### config.mk
export PLATFORM = sky130hd
export DESIGN_NAME = kernel_int_ctrl_flat
export DESIGN_NICKNAME = d
export VERILOG_FILES = /design/src/rtl/kernel_int_ctrl_if.sv /design/src/rtl/kernel_int_ctrl.sv /design/src/flat_wrapper.sv
export SDC_FILE = /design/constraint.sdc
export NUM_CORES = 1
export LEC_CHECK = 0
export BUFFER_PORTS_ARGS = -buffer_cell sky130_fd_sc_hd__buf_2
export CAP_MARGIN = 20
export CORE_ASPECT_RATIO = 0.5
export CORE_MARGIN = 2
export CORE_UTILIZATION = 38
export CTS_CLUSTER_DIAMETER = 200
export DETAILED_ROUTE_END_ITERATION = 7
export PLACE_DENSITY_LB_ADDON = 0.1
export REMOVE_ABC_BUFFERS = 1
export SLEW_MARGIN = 20
export SYNTH_ARGS = -nofsm -noshare
export SYNTH_HDL_FRONTEND = slang
export SYNTH_SLANG_ARGS = --single-unit
### constraint.sdc
create_clock -name dma_axi_aclk -period 3.1 [get_ports dma_axi_aclk]
set_clock_uncertainty 0.1 [all_clocks]
set_input_delay 0.155 -clock dma_axi_aclk [delete_from_list [all_inputs] [get_ports dma_axi_aclk]]
set_output_delay 0.155 -clock dma_axi_aclk [all_outputs]
set_load 0.02 [all_outputs]
### src/rtl/kernel_int_ctrl_if.sv
// Signal bundle between the processor-side driver and kernel_int_ctrl.
// Adds debug views of per-channel armed/evt_cnt state for checkers.
interface kernel_int_ctrl_if #(
  parameter int NUM_CH = 4,
  parameter int COAL_W = 4
);
  // Strobe semantics: kernel_int/kernel_ack/dma_ack are asynchronous levels.
  // Each rising edge, once synchronised, is one event. There is no back-pressure.
  // int_mask/coal_thresh are synchronous and sampled live every cycle.
  logic [NUM_CH-1:0]        kernel_int;
  logic [NUM_CH-1:0]        kernel_ack;
  logic [NUM_CH-1:0]        dma_ack;
  logic [NUM_CH-1:0]        int_mask;
  logic [COAL_W-1:0]        coal_thresh;
  logic                     kernel_irq;
  logic [NUM_CH-1:0]        irq_status;
  logic [NUM_CH-1:0]        irq_overflow;
  logic [NUM_CH-1:0]        armed_dbg;
  logic [NUM_CH*COAL_W-1:0] evt_cnt_dbg;

  modport master (
    output kernel_int, kernel_ack, dma_ack, int_mask, coal_thresh,
    input  kernel_irq, irq_status, irq_overflow, armed_dbg, evt_cnt_dbg
  );

  modport slave (
    input  kernel_int, kernel_ack, dma_ack, int_mask, coal_thresh,
    output kernel_irq, irq_status, irq_overflow, armed_dbg, evt_cnt_dbg
  );
endinterface

### src/rtl/kernel_int_ctrl.sv
// Multi-channel kernel interrupt controller: synchronised edge detection,
// coalescing counters, DMA-gated clear and a masked IRQ OR.
module kernel_int_ctrl #(
  parameter int NUM_CH      = 4,
  parameter int SYNC_STAGES = 3,
  parameter int COAL_W      = 4
) (
  input logic            dma_axi_aclk,
  input logic            dma_axi_aresetn,
  kernel_int_ctrl_if.slave bus
);

  localparam int SW = 3 * NUM_CH;

  // One shared chain carries {dma, ack, int} for every channel.
  logic [SW-1:0]     sync_s [SYNC_STAGES+1];
  logic [SW-1:0]     edges;
  logic [NUM_CH-1:0] int_edge;
  logic [NUM_CH-1:0] ack_edge;
  logic [NUM_CH-1:0] dma_edge;
  logic [NUM_CH-1:0] clr;

  logic [COAL_W-1:0] cnt_q    [NUM_CH];
  logic [COAL_W-1:0] cnt_d    [NUM_CH];
  logic [NUM_CH-1:0] status_q, status_d;
  logic [NUM_CH-1:0] ovf_q, ovf_d;
  logic [NUM_CH-1:0] armed_q, armed_d;
  logic [COAL_W-1:0] thr;

  always_ff @(posedge dma_axi_aclk or negedge dma_axi_aresetn) begin
    if (!dma_axi_aresetn) begin
      for (int k = 0; k <= SYNC_STAGES; k++) sync_s[k] <= '0;
    end else begin
      sync_s[0] <= {bus.dma_ack, bus.kernel_ack, bus.kernel_int};
      for (int k = 1; k <= SYNC_STAGES; k++) sync_s[k] <= sync_s[k-1];
    end
  end

  assign edges    = sync_s[SYNC_STAGES-1] & ~sync_s[SYNC_STAGES];
  assign int_edge = edges[NUM_CH-1:0];
  assign ack_edge = edges[2*NUM_CH-1:NUM_CH];
  assign dma_edge = edges[3*NUM_CH-1:2*NUM_CH];
  // Clear uses the armed value from before this cycle's update.
  assign clr      = ack_edge & armed_q;

  always_comb begin
    thr = (bus.coal_thresh == '0) ? COAL_W'(1) : bus.coal_thresh;
    for (int c = 0; c < NUM_CH; c++) begin
      cnt_d[c]    = cnt_q[c];
      status_d[c] = status_q[c];
      ovf_d[c]    = ovf_q[c];
      armed_d[c]  = dma_edge[c] ? 1'b1 : (ack_edge[c] ? 1'b0 : armed_q[c]);
      if (clr[c] && int_edge[c]) begin
        // The coincident event survives the clear.
        cnt_d[c]    = COAL_W'(1);
        ovf_d[c]    = 1'b0;
        status_d[c] = (thr == COAL_W'(1));
      end else if (clr[c]) begin
        cnt_d[c]    = '0;
        ovf_d[c]    = 1'b0;
        status_d[c] = 1'b0;
      end else if (int_edge[c]) begin
        if (cnt_q[c] != '1) begin
          cnt_d[c] = cnt_q[c] + COAL_W'(1);
          if ((cnt_q[c] + COAL_W'(1)) >= thr) status_d[c] = 1'b1;
        end else begin
          ovf_d[c]    = 1'b1;
          status_d[c] = 1'b1;
        end
      end else if (cnt_q[c] >= thr) begin
        status_d[c] = 1'b1;
      end
    end
  end

  always_ff @(posedge dma_axi_aclk or negedge dma_axi_aresetn) begin
    if (!dma_axi_aresetn) begin
      for (int c = 0; c < NUM_CH; c++) cnt_q[c] <= '0;
      status_q <= '0;
      ovf_q    <= '0;
      armed_q  <= '1;
    end else begin
      for (int c = 0; c < NUM_CH; c++) cnt_q[c] <= cnt_d[c];
      status_q <= status_d;
      ovf_q    <= ovf_d;
      armed_q  <= armed_d;
    end
  end

  assign bus.kernel_irq   = |(status_q & ~bus.int_mask);
  assign bus.irq_status   = status_q;
  assign bus.irq_overflow = ovf_q;
  assign bus.armed_dbg    = armed_q;

  for (genvar g = 0; g < NUM_CH; g++) begin : g_cnt_dbg
    assign bus.evt_cnt_dbg[g*COAL_W +: COAL_W] = cnt_q[g];
  end

endmodule

### src/flat_wrapper.sv
// flat-port wrapper written by rule: the top's interface ports become plain ports
module kernel_int_ctrl_flat 
#(
  parameter int NUM_CH      = 4,
  parameter int SYNC_STAGES = 3,
  parameter int COAL_W      = 4
)
  (dma_axi_aclk, dma_axi_aresetn, bus_kernel_int, bus_kernel_ack, bus_dma_ack, bus_int_mask, bus_coal_thresh, bus_kernel_irq, bus_irq_status, bus_irq_overflow, bus_armed_dbg, bus_evt_cnt_dbg);
  kernel_int_ctrl_if #(.NUM_CH(NUM_CH), .COAL_W(COAL_W)) bus_i ();
  input logic dma_axi_aclk;
  input logic dma_axi_aresetn;
  input wire logic [$bits(bus_i.kernel_int)-1:0] bus_kernel_int;
  input wire logic [$bits(bus_i.kernel_ack)-1:0] bus_kernel_ack;
  input wire logic [$bits(bus_i.dma_ack)-1:0] bus_dma_ack;
  input wire logic [$bits(bus_i.int_mask)-1:0] bus_int_mask;
  input wire logic [$bits(bus_i.coal_thresh)-1:0] bus_coal_thresh;
  output wire logic [$bits(bus_i.kernel_irq)-1:0] bus_kernel_irq;
  output wire logic [$bits(bus_i.irq_status)-1:0] bus_irq_status;
  output wire logic [$bits(bus_i.irq_overflow)-1:0] bus_irq_overflow;
  output wire logic [$bits(bus_i.armed_dbg)-1:0] bus_armed_dbg;
  output wire logic [$bits(bus_i.evt_cnt_dbg)-1:0] bus_evt_cnt_dbg;
  assign bus_i.kernel_int = bus_kernel_int;
  assign bus_i.kernel_ack = bus_kernel_ack;
  assign bus_i.dma_ack = bus_dma_ack;
  assign bus_i.int_mask = bus_int_mask;
  assign bus_i.coal_thresh = bus_coal_thresh;
  assign bus_kernel_irq = bus_i.kernel_irq;
  assign bus_irq_status = bus_i.irq_status;
  assign bus_irq_overflow = bus_i.irq_overflow;
  assign bus_armed_dbg = bus_i.armed_dbg;
  assign bus_evt_cnt_dbg = bus_i.evt_cnt_dbg;
  kernel_int_ctrl #(.NUM_CH(NUM_CH), .SYNC_STAGES(SYNC_STAGES), .COAL_W(COAL_W)) u_core (.dma_axi_aclk(dma_axi_aclk), .dma_axi_aresetn(dma_axi_aresetn), .bus(bus_i));
endmodule
Word level (Yosys, flattened, before mapping)

Index checks and enable logic that the tools add are counted.

Bits in registers: 76
Input port bits: 22
Output and inout bits: 29
Word-level logic and storage cells: 149

Add/sub/neg operators: 4
Magnitude comparators: 8
Equal/unequal tests: 13
Muxes and demuxes: 65
Bitwise operators: 5
Reductions and logical operators: 34

Operators with widths:

| operator                                                        | count |
|---|---|
| 4-bit 2-to-1 mux                                                | 17 |
| 1-bit 2-to-1 mux                                                | 48 |
| 4-bit greater-or-equal comparator                               | 8 |
| 2-bit AND reduction                                             | 12 |
| 3-bit nonzero test                                              | 8 |
| 5-bit != test, second input constant                            | 4 |
| 4-bit by 1-bit adder with 4-bit output, second input constant   | 4 |
| 4-bit != test, second input constant                            | 4 |
| 4-bit nonzero test                                              | 4 |
| 12-bit bitwise AND                                              | 1 |
| 3-bit by 1-bit != test with 1-bit output, second input constant | 4 |
| 12-bit NOT                                                      | 1 |
| 4-bit bitwise AND                                               | 2 |
| 2-bit nonzero test                                              | 4 |
| 4-bit by 1-bit == test with 1-bit output, second input constant | 1 |
| 1-bit logical AND                                               | 4 |
| 4-bit logical NOT                                               | 1 |
| 4-bit NOT                                                       | 1 |
| 4-bit OR reduction                                              | 1 |

Depth between registers and ports, before layout

Gate-level depths: netlist of run 1.

Depth after elaboration: 8
Depth in mapped cells: 7
Depth with buffers taken out: 7

Least setup slack after synthesis of run 1

No wires, ideal clock.

Path kind: register to register
From: register u_core.cnt_q, in the netlist u_core.bus.evt_cnt_dbg[12]
To: register u_core.status_q[3] (netlist: u_core.bus.irq_status[3])
Setup time: 0.141 ns
Arrival: 1.670 ns
Required time: 2.859 ns
Setup slack: 1.189 ns
Stages on the path, launching flop included: 7
Buffers on the path: 0
Clock period less this slack: 1.911 ns
Cell sequence: dfrtp_1 > ha_1 > xor2_1 > ha_1 > o21a_1 > a211oi_2 > a311oi_2

Longest elaborated chain between the ends: 5
Elaborated cells between the ends (all ways): 11
Those cells by class: add/sub: 1; order compare: 2; eq/ne: 2; mux: 4; reduce/logical: 2

RTL lines:

| what                                                                                           | line                  | RTL |
|---|---|---|
| from (decl)                                                                                    | kernel_int_ctrl.sv:23 | `logic [COAL_W-1:0] cnt_q [NUM_CH];` |
| parallel branches: the longest is 5 deep, another holds 4-bit by 1-bit adder with 4-bit output | -                     |  |
| to (signal assigned)                                                                           | kernel_int_ctrl.sv:84 | `status_q <= status_d;` |
| to (decl)                                                                                      | kernel_int_ctrl.sv:25 | `logic [NUM_CH-1:0] status_q, status_d;` |

Several ways; the timed one is not identified.
A chain may end at the register's enable or synchronous reset.

Worst setup path in the final report of run 1

Ends and elaborated chain as after synthesis.

==> results.json, run 1 <==
{
  "crit_required_ns": 3.20,
  "r2r_start": "u_core.bus.evt_cnt_dbg[12]$_DFFE_PN0P_",
  "synthMuxAreaShare": 0.01136,
  "end_kind": "flip-flop",
  "vias": 2322,
  "drc": 0,
  "yosysWarnings": 0,
  "cp_num_cells": 6,
  "use_met2": 0.2375,
  "rows": 24,
  "setup_tns_ns": 0,
  "synthAdderAreaFrac": 0.1419,
  "max-vdd-ir-drop_uv": 304.0,
  "crit_family": "adder cells",
  "startpoint_type": "flip-flop",
  "hold_slack_ns": 0.2367,
  "syn_avg_cell_area_sq_um": 12.29,
  "relSlewSlack": 0.3722,
  "syn2layout_area_growth_pct": 22.68,
  "criticalPathCategory": "reg -> reg",
  "swShare": 0.3158,
  "grt_use_met1": 0.1932,
  "core_area_sq_um": 8859,
  "p_seq_frac": 0.399,
  "n_antenna_cell": 0,
  "fp.dieH_um": 72.12,
  "grt_util_all_layers": 0.1501,
  "die-area_sq_um": 10110,
  "pwr-share-clk": 0.354,
  "avgViaCountPerCell": 4.868,
  "drt_pass1_iterations": 4,
  "synth_simple_gate_area_frac": 0.1409,
  "fin_crit_ns": 1.953,
  "critPathCapture": "u_core.bus.irq_status[3]$_DFFE_PN0P_",
  "clockBufferDepth": 2,
  "cp_slowest_cell": "dfrtp_1",
  "fin_crit_sh": 0.6299,
  "cp.arrival_ns": 2.05,
  "netlist_area_sq_um": 3526,
  "synth-compound-area-share": 0.09901,
  "wl_um": 6675,
  "hold_depth": 5,
  "clock_latency_ns": 0.33,
  "synth_xor_area_frac": 0.02732,
  "power_density_nw_per_um2": 734.9,
  "drt-initial-drc-count": 70,
  "hold_violations": 0,
  "ys_seq_area_frac": 0.5408,
  "grt_pass1_wl_um": 11650,
  "grt_antenna_before_repair": 0,
  "nets": 417,
  "dpl.hpwl_um": 4721,
  "grt_setup_unrepaired": "false",
  "cts_tree": "yes",
  "worst-r2r-setup-slack_ns": 1.15,
  "gr-total-overflow": 0,
  "place_congestion": 0.8058,
  "cts_root_buf": "clkbuf_16",
  "cp_max_fo": 7,
  "dieWidth_um": 140.2,
  "path_buf_inv": 0,
  "cts_buffers": 9,
  "r2r_end": "u_core.bus.irq_status[3]$_DFFE_PN0P_",
  "grt_pass1_vias": 2393,
  "ys_seq_elements": 76,
  "use_met3": 0.05281,
  "antenna_left": 0,
  "grt_max_degree": 77,
  "ios": 51,
  "cts_num_sinks": 76,
  "portBuffers": 50,
  "setup_viol": 0,
  "outcome": "complete, no violations",
  "syn_inst": 287,
  "worstMarginPinSlew_ns": 0.9417,
  "cap_violations": 0,
  "ff2ff_path_depth": 6,
  "cts_setup_buffers": 0,
  "yosysUniqueCellTypes": 39,
  "path_cells": "ha_1 -> xor2_1 -> ha_1 -> o21a_1 -> a211oi_2 -> a311oi_2",
  "wl_per_cell_um": 13.99,
  "p_leak_nw": 2.120,
  "path_clk_slew_ns": 0.06,
  "layout-drive-gt1-share": 0.2250,
  "netSwitchingPower_w": 0.001004,
  "max_freq_ghz": 0.5121,
  "htreeDepth": 3,
  "combPwrFrac": 0.247,
  "max_stage_delay_ns": 0.46,
  "hold_class": "in -> reg",
  "start_util": 0.3980,
  "cp-startpoint": "u_core.bus.evt_cnt_dbg[12]$_DFFE_PN0P_",
  "gr-max-usage-layer": "met2",
  "synth_top_family_by_area": "adder cells",
  "slew_violations": 0,
  "critPathMostFrequentCell": "ha_1",
  "p_int_w": 0.002175
}
==> per-stage QoR <==
| step | setup slack [ns] | cells | cell area (sq um) | total power [W] | utilization |
|---|---|---|---|---|---|
| floorplan | 1.189 | 280 | 3465 | 0.001793 | - |
| global placement | 1.099 | 448 | 3871 | 0.002041 | 0.4370 |
| detailed placement | 1.047 | 448 | 3871 | 0.002065 | 0.4370 |
| CTS | 1.138 | 477 | 4325 | 0.003235 | 0.4883 |
| global route | 1.023 | 477 | 4325 | 0.003395 | 0.4883 |
| finish | 1.147 | 477 | 4325 | 0.003179 | 0.4883 |
==> repair_timing <==
action	4_1_cts	5_1_grt
hold buffers	13	0
endpoints found under the hold margin	84	0
gates resized for setup	0	0
==> per-layer routing <==
metal  wire length [um]  vias to the layer above
met3                319                        5
met5                  0                        -
met4                 75                        0
li1                   -                     1156
met1               3227                     1122
met2               3053                       39
==> cell type report <==
cell class	instances	area, sq um
fillers	802	4533
flip-flops and latches	76	1907
multi-input cells	184	1483
repair buffers	64	390.4
clock buffers	10	229.0
well taps	117	146.4
clock inverters	6	95.09
inverters	20	75.07
==> power by group through the flow <==
stage	registers [W]	logic, W	clock network (W)
floorplan	0.00136	0.000436	0
global placement	0.00128	0.000760	0
detailed placement	0.00129	0.000778	0
CTS	0.00127	0.000798	0.00117
global route	0.00129	0.000894	0.00121
finish	0.00127	0.000785	0.00113
==> cell usage in the layout, fill, tap and decap left out, types with 6 or more instances in the layout <==
cell type,instances
xnor2_1,7
dlygate4sd3_1,13
buf_2,49
nand2_1,14
o21ai_0,18
and3_1,7
a211oi_1,6
clkbuf_16,9
nor3_1,9
a21oi_1,9
nand3_1,7
inv_1,20
dfrtp_1,72
ha_1,40
nor2_1,12
==> how the worst min path moves through the flow <==
stage                                     start                               endpoint  slack [ns]
floorplan                       dma_axi_aresetn  u_core.bus.evt_cnt_dbg[0]$_DFFE_PN0P_       -0.24
global placement                 bus_dma_ack[0]            u_core.sync_s[44]$_DFF_PN0_        0.16
detailed placement            bus_kernel_ack[3]            u_core.sync_s[43]$_DFF_PN0_        0.16
CTS                          bus_coal_thresh[1]   u_core.bus.irq_status[3]$_DFFE_PN0P_        0.23
global route        u_core.sync_s[27]$_DFF_PN0_            u_core.sync_s[15]$_DFF_PN0_        0.26
finish                       bus_coal_thresh[3]   u_core.bus.irq_status[3]$_DFFE_PN0P_        0.24
==> registers in the layout, summed over array words and instances (netlist names) <==
name / count
u_core.bus.armed_dbg: 4
u_core.bus.evt_cnt_dbg: 16
u_core.bus.irq_overflow: 4
u_core.bus.irq_status: 4
u_core.sync_s: 48
==> tightest hold or removal path: cells and delay by family <==
family / cells / cell delay, ns
AOI/OAI and AO/OA: 2 / 0.20
buffers and inverters: 2 / 0.23
and+or+nand+nor: 1 / 0.04
==> kinds of logic after synthesis <==
family | count (synthesis)
buffers and inverters | 27
AO/OA/AOI/OAI | 52
XOR/XNOR | 11
flip-flops | 76
adder cells (fa/ha/maj) | 40
multiplexers | 4
AND/OR/NAND/NOR | 77
==> cells in the mapped netlist <==
master,count,area (sq um)
a211o_1,2,17.52
a211oi_1,6,45.04
a211oi_2,1,12.51
a21oi_1,9,45.04
a22oi_1,1,7.510
a311oi_2,1,15.01
a32o_1,4,40.04
and3_1,7,43.79
and3b_1,3,26.28
and4b_1,4,40.04
buf_2,1,5.000
buf_4,3,22.52
buf_6,3,33.78
dfrtp_1,72,1802
dfstp_2,4,105.1
ha_1,40,500.5
inv_1,20,75.07
mux2i_1,4,40.04
nand2_1,14,52.55
nand2b_1,4,25.02
nand2b_4,1,13.76
nand3_1,7,35.03
nand3b_1,4,30.03
nor2_1,12,45.04
nor2b_1,4,25.02
nor3_1,9,45.04
nor3b_1,1,7.510
nor3b_2,3,37.54
nor4_4,3,63.81
o2111ai_1,3,26.28
o211ai_1,1,7.510
o21a_1,1,7.510
o21ai_0,18,90.09
o21ai_1,3,15.01
o221a_2,1,11.26
o221ai_1,1,8.760
or2_2,1,6.260
xnor2_1,7,61.31
xor2_1,4,35.03
Note: power is estimated with default switching activity, not from simulation.
==> run 2: changes to the inputs <==
==> constraint.sdc (replaced) <==
create_clock -name dma_axi_aclk -period 2 [get_ports dma_axi_aclk]
set_clock_uncertainty 0.1 [all_clocks]
set_input_delay 0.1 -clock dma_axi_aclk [delete_from_list [all_inputs] [get_ports dma_axi_aclk]]
set_output_delay 0.1 -clock dma_axi_aclk [all_outputs]
set_load 0.02 [all_outputs]
==> run 2 against run 1 <==
Net effect:
- power up 54%
- core utilization rose by 1.0 points
- die area unchanged
- sequential share of layout area shrank 0.91 points
- final area rose by 2.1%
- clock power increased by 42%
- via count rose by 2.5%
- cell count rose by 2.7%
- flip-flop and latch count is the same
- maximum frequency is 4.0% higher
- register-to-register slack got worse by 1.0 ns
- critical path type unchanged
- largest cell class unchanged
==> results.json, run 2 (synthesized netlist as in run 1, its figures left out) <==
{
  "outcome": "complete, no violations",
  "drt-initial-drc-count": 94,
  "cp.arrival_ns": 1.97,
  "criticalPathCategory": "reg -> reg",
  "grt_max_degree": 33,
  "worst-r2r-setup-slack_ns": 0.12,
  "setup_viol": 0,
  "rows": 24,
  "grt_antenna_before_repair": 0,
  "worstMarginPinSlew_ns": 0.4340,
  "num-fill-cells": 793,
  "power_density_nw_per_um2": 1107,
  "path_clk_slew_ns": 0.06,
  "cts_num_sinks": 76,
  "grt_pass1_vias": 2311,
  "dp_slack_ns": 0.08384,
  "r2r_end": "u_core.bus.irq_status[3]$_DFFE_PN0P_",
  "cap_violations": 0,
  "final_cell_mix": "dfrtp_1 (72), buf_2 (49), ha_1 (40)",
  "portBuffers": 50,
  "relSlewSlack": 0.7106,
  "place_congestion": 0.7976,
  "layout_setup_ws_ns": 0.1222,
  "die-area_sq_um": 10110,
  "total_power_w": 0.004889,
  "start_util": 0.3980,
  "dieWidth_um": 140.2,
  "gr-total-overflow": 0,
  "cts_buffers": 9,
  "cp_max_fo": 5,
  "hold_class": "in -> async",
  "fin_crit_ns": 1.878,
  "startpoint_type": "flip-flop",
  "hold_slack_ns": 0.1408,
  "p_leak_nw": 2.173,
  "drt_pass1_iterations": 6,
  "end_kind": "flip-flop",
  "regMostFlops": "u_core.sync_s",
  "grt_pass1_wl_um": 11290,
  "cts_tree": "yes",
  "fp.dieH_um": 72.12,
  "antenna_left": 0,
  "layout-drive-gt1-share": 0.2547,
  "wl_um": 6744,
  "slew_violations": 0,
  "htreeDepth": 3,
  "hold_violations": 0,
  "vias": 2379,
  "nets": 430,
  "grt_util_all_layers": 0.1467,
  "final_common_cell": "dfrtp_1",
  "syn2layout_area_growth_pct": 25.27,
  "fin_crit_sh": 0.9389,
  "clock_latency_ns": 0.33,
  "setup_tns_ns": 0,
  "crit_required_ns": 2.09,
  "wl_per_cell_um": 13.76,
  "largest_reg_flops": 48,
  "dpl.hpwl_um": 4914,
  "avgViaCountPerCell": 4.855,
  "ios": 51,
  "drc": 0,
  "clockBufferDepth": 2,
  "grt_setup_unrepaired": "false",
  "n_antenna_cell": 0,
  "max_freq_ghz": 0.5325,
  "ff2ff_path_depth": 6,
  "core_area_sq_um": 8859,
  "cts_root_buf": "clkbuf_16",
  "r2r_start": "u_core.bus.evt_cnt_dbg[13]$_DFFE_PN0P_",
  "max-vdd-ir-drop_uv": 452.9
}
run 2: stage by stage:
| step | util | area (sq um) | cells |
|---|---|---|---|
| floorplan | - | 3465 | 280 |
| detailed placement | 0.4494 | 3981 | 461 |
| finish | 0.4986 | 4417 | 490 |
| global placement | 0.4494 | 3981 | 461 |
| global route | 0.4986 | 4417 | 490 |
| CTS | 0.4980 | 4412 | 490 |
run 2: metal layers:
metal  wire [um]  GRT usage  part of all wire  up-vias
li1            -          -                 -     1186
met1        3257     0.1898              0.48     1142
met2        3066     0.2271              0.45       46
met3         360    0.05611             0.053        5
met4          59    0.05612            0.0087        0
met5           0          0                 0        -
run 2: power by group:
group	leakage, nW	switching, W	internal [W]	total, W
logic	1.12	0.000744	0.000617	0.00136
clock network	0.140	0.000635	0.000976	0.00161
registers	0.908	0.000192	0.00172	0.00192
total	2.17	0.00157	0.00332	0.00489
run 2: what timing repair did:
action / CTS / global route
gates resized for setup: 0 / 1
hold buffers: 13 / 0
hold endpoints to repair: 68 / 0
setup endpoints to repair: 0 / 1
buffers inserted: 0 / 0
run 2: critical path: stages (launching register included):
cell      delay (ns)
dfrtp_1         0.43
ha_1            0.24
xor2_1          0.17
ha_1            0.30
o21a_1          0.18
a211oi_2        0.25
a311oi_2        0.07
run 2: layout make-up:
type | count | area [sq um] | share of cell area
clock buffers | 10 | 229.0 | 0.05184
flip-flops and latches | 76 | 1907 | 0.4317
repair buffers | 77 | 500.5 | 0.1133
multi-input cells | 184 | 1488 | 0.3368
inverters | 20 | 75.07 | 0.01700
well taps | 117 | 146.4 | 0.03314
clock inverters | 6 | 71.32 | 0.01615
run 2: how the worst max path moves through the flow:
stage	start	endpoint	cells past startpoint
after CTS	u_core.bus.evt_cnt_dbg[13]$_DFFE_PN0P_	u_core.bus.irq_status[3]$_DFFE_PN0P_	6
after global placement	bus_coal_thresh[1]	u_core.bus.irq_status[3]$_DFFE_PN0P_	8
final	u_core.bus.evt_cnt_dbg[13]$_DFFE_PN0P_	u_core.bus.irq_status[3]$_DFFE_PN0P_	6
after floorplan	u_core.bus.evt_cnt_dbg[12]$_DFFE_PN0P_	u_core.bus.irq_status[3]$_DFFE_PN0P_	6
after detailed placement	bus_coal_thresh[1]	u_core.bus.irq_status[3]$_DFFE_PN0P_	8
after global routing	u_core.bus.evt_cnt_dbg[0]$_DFFE_PN0P_	u_core.bus.irq_status[0]$_DFFE_PN0P_	6
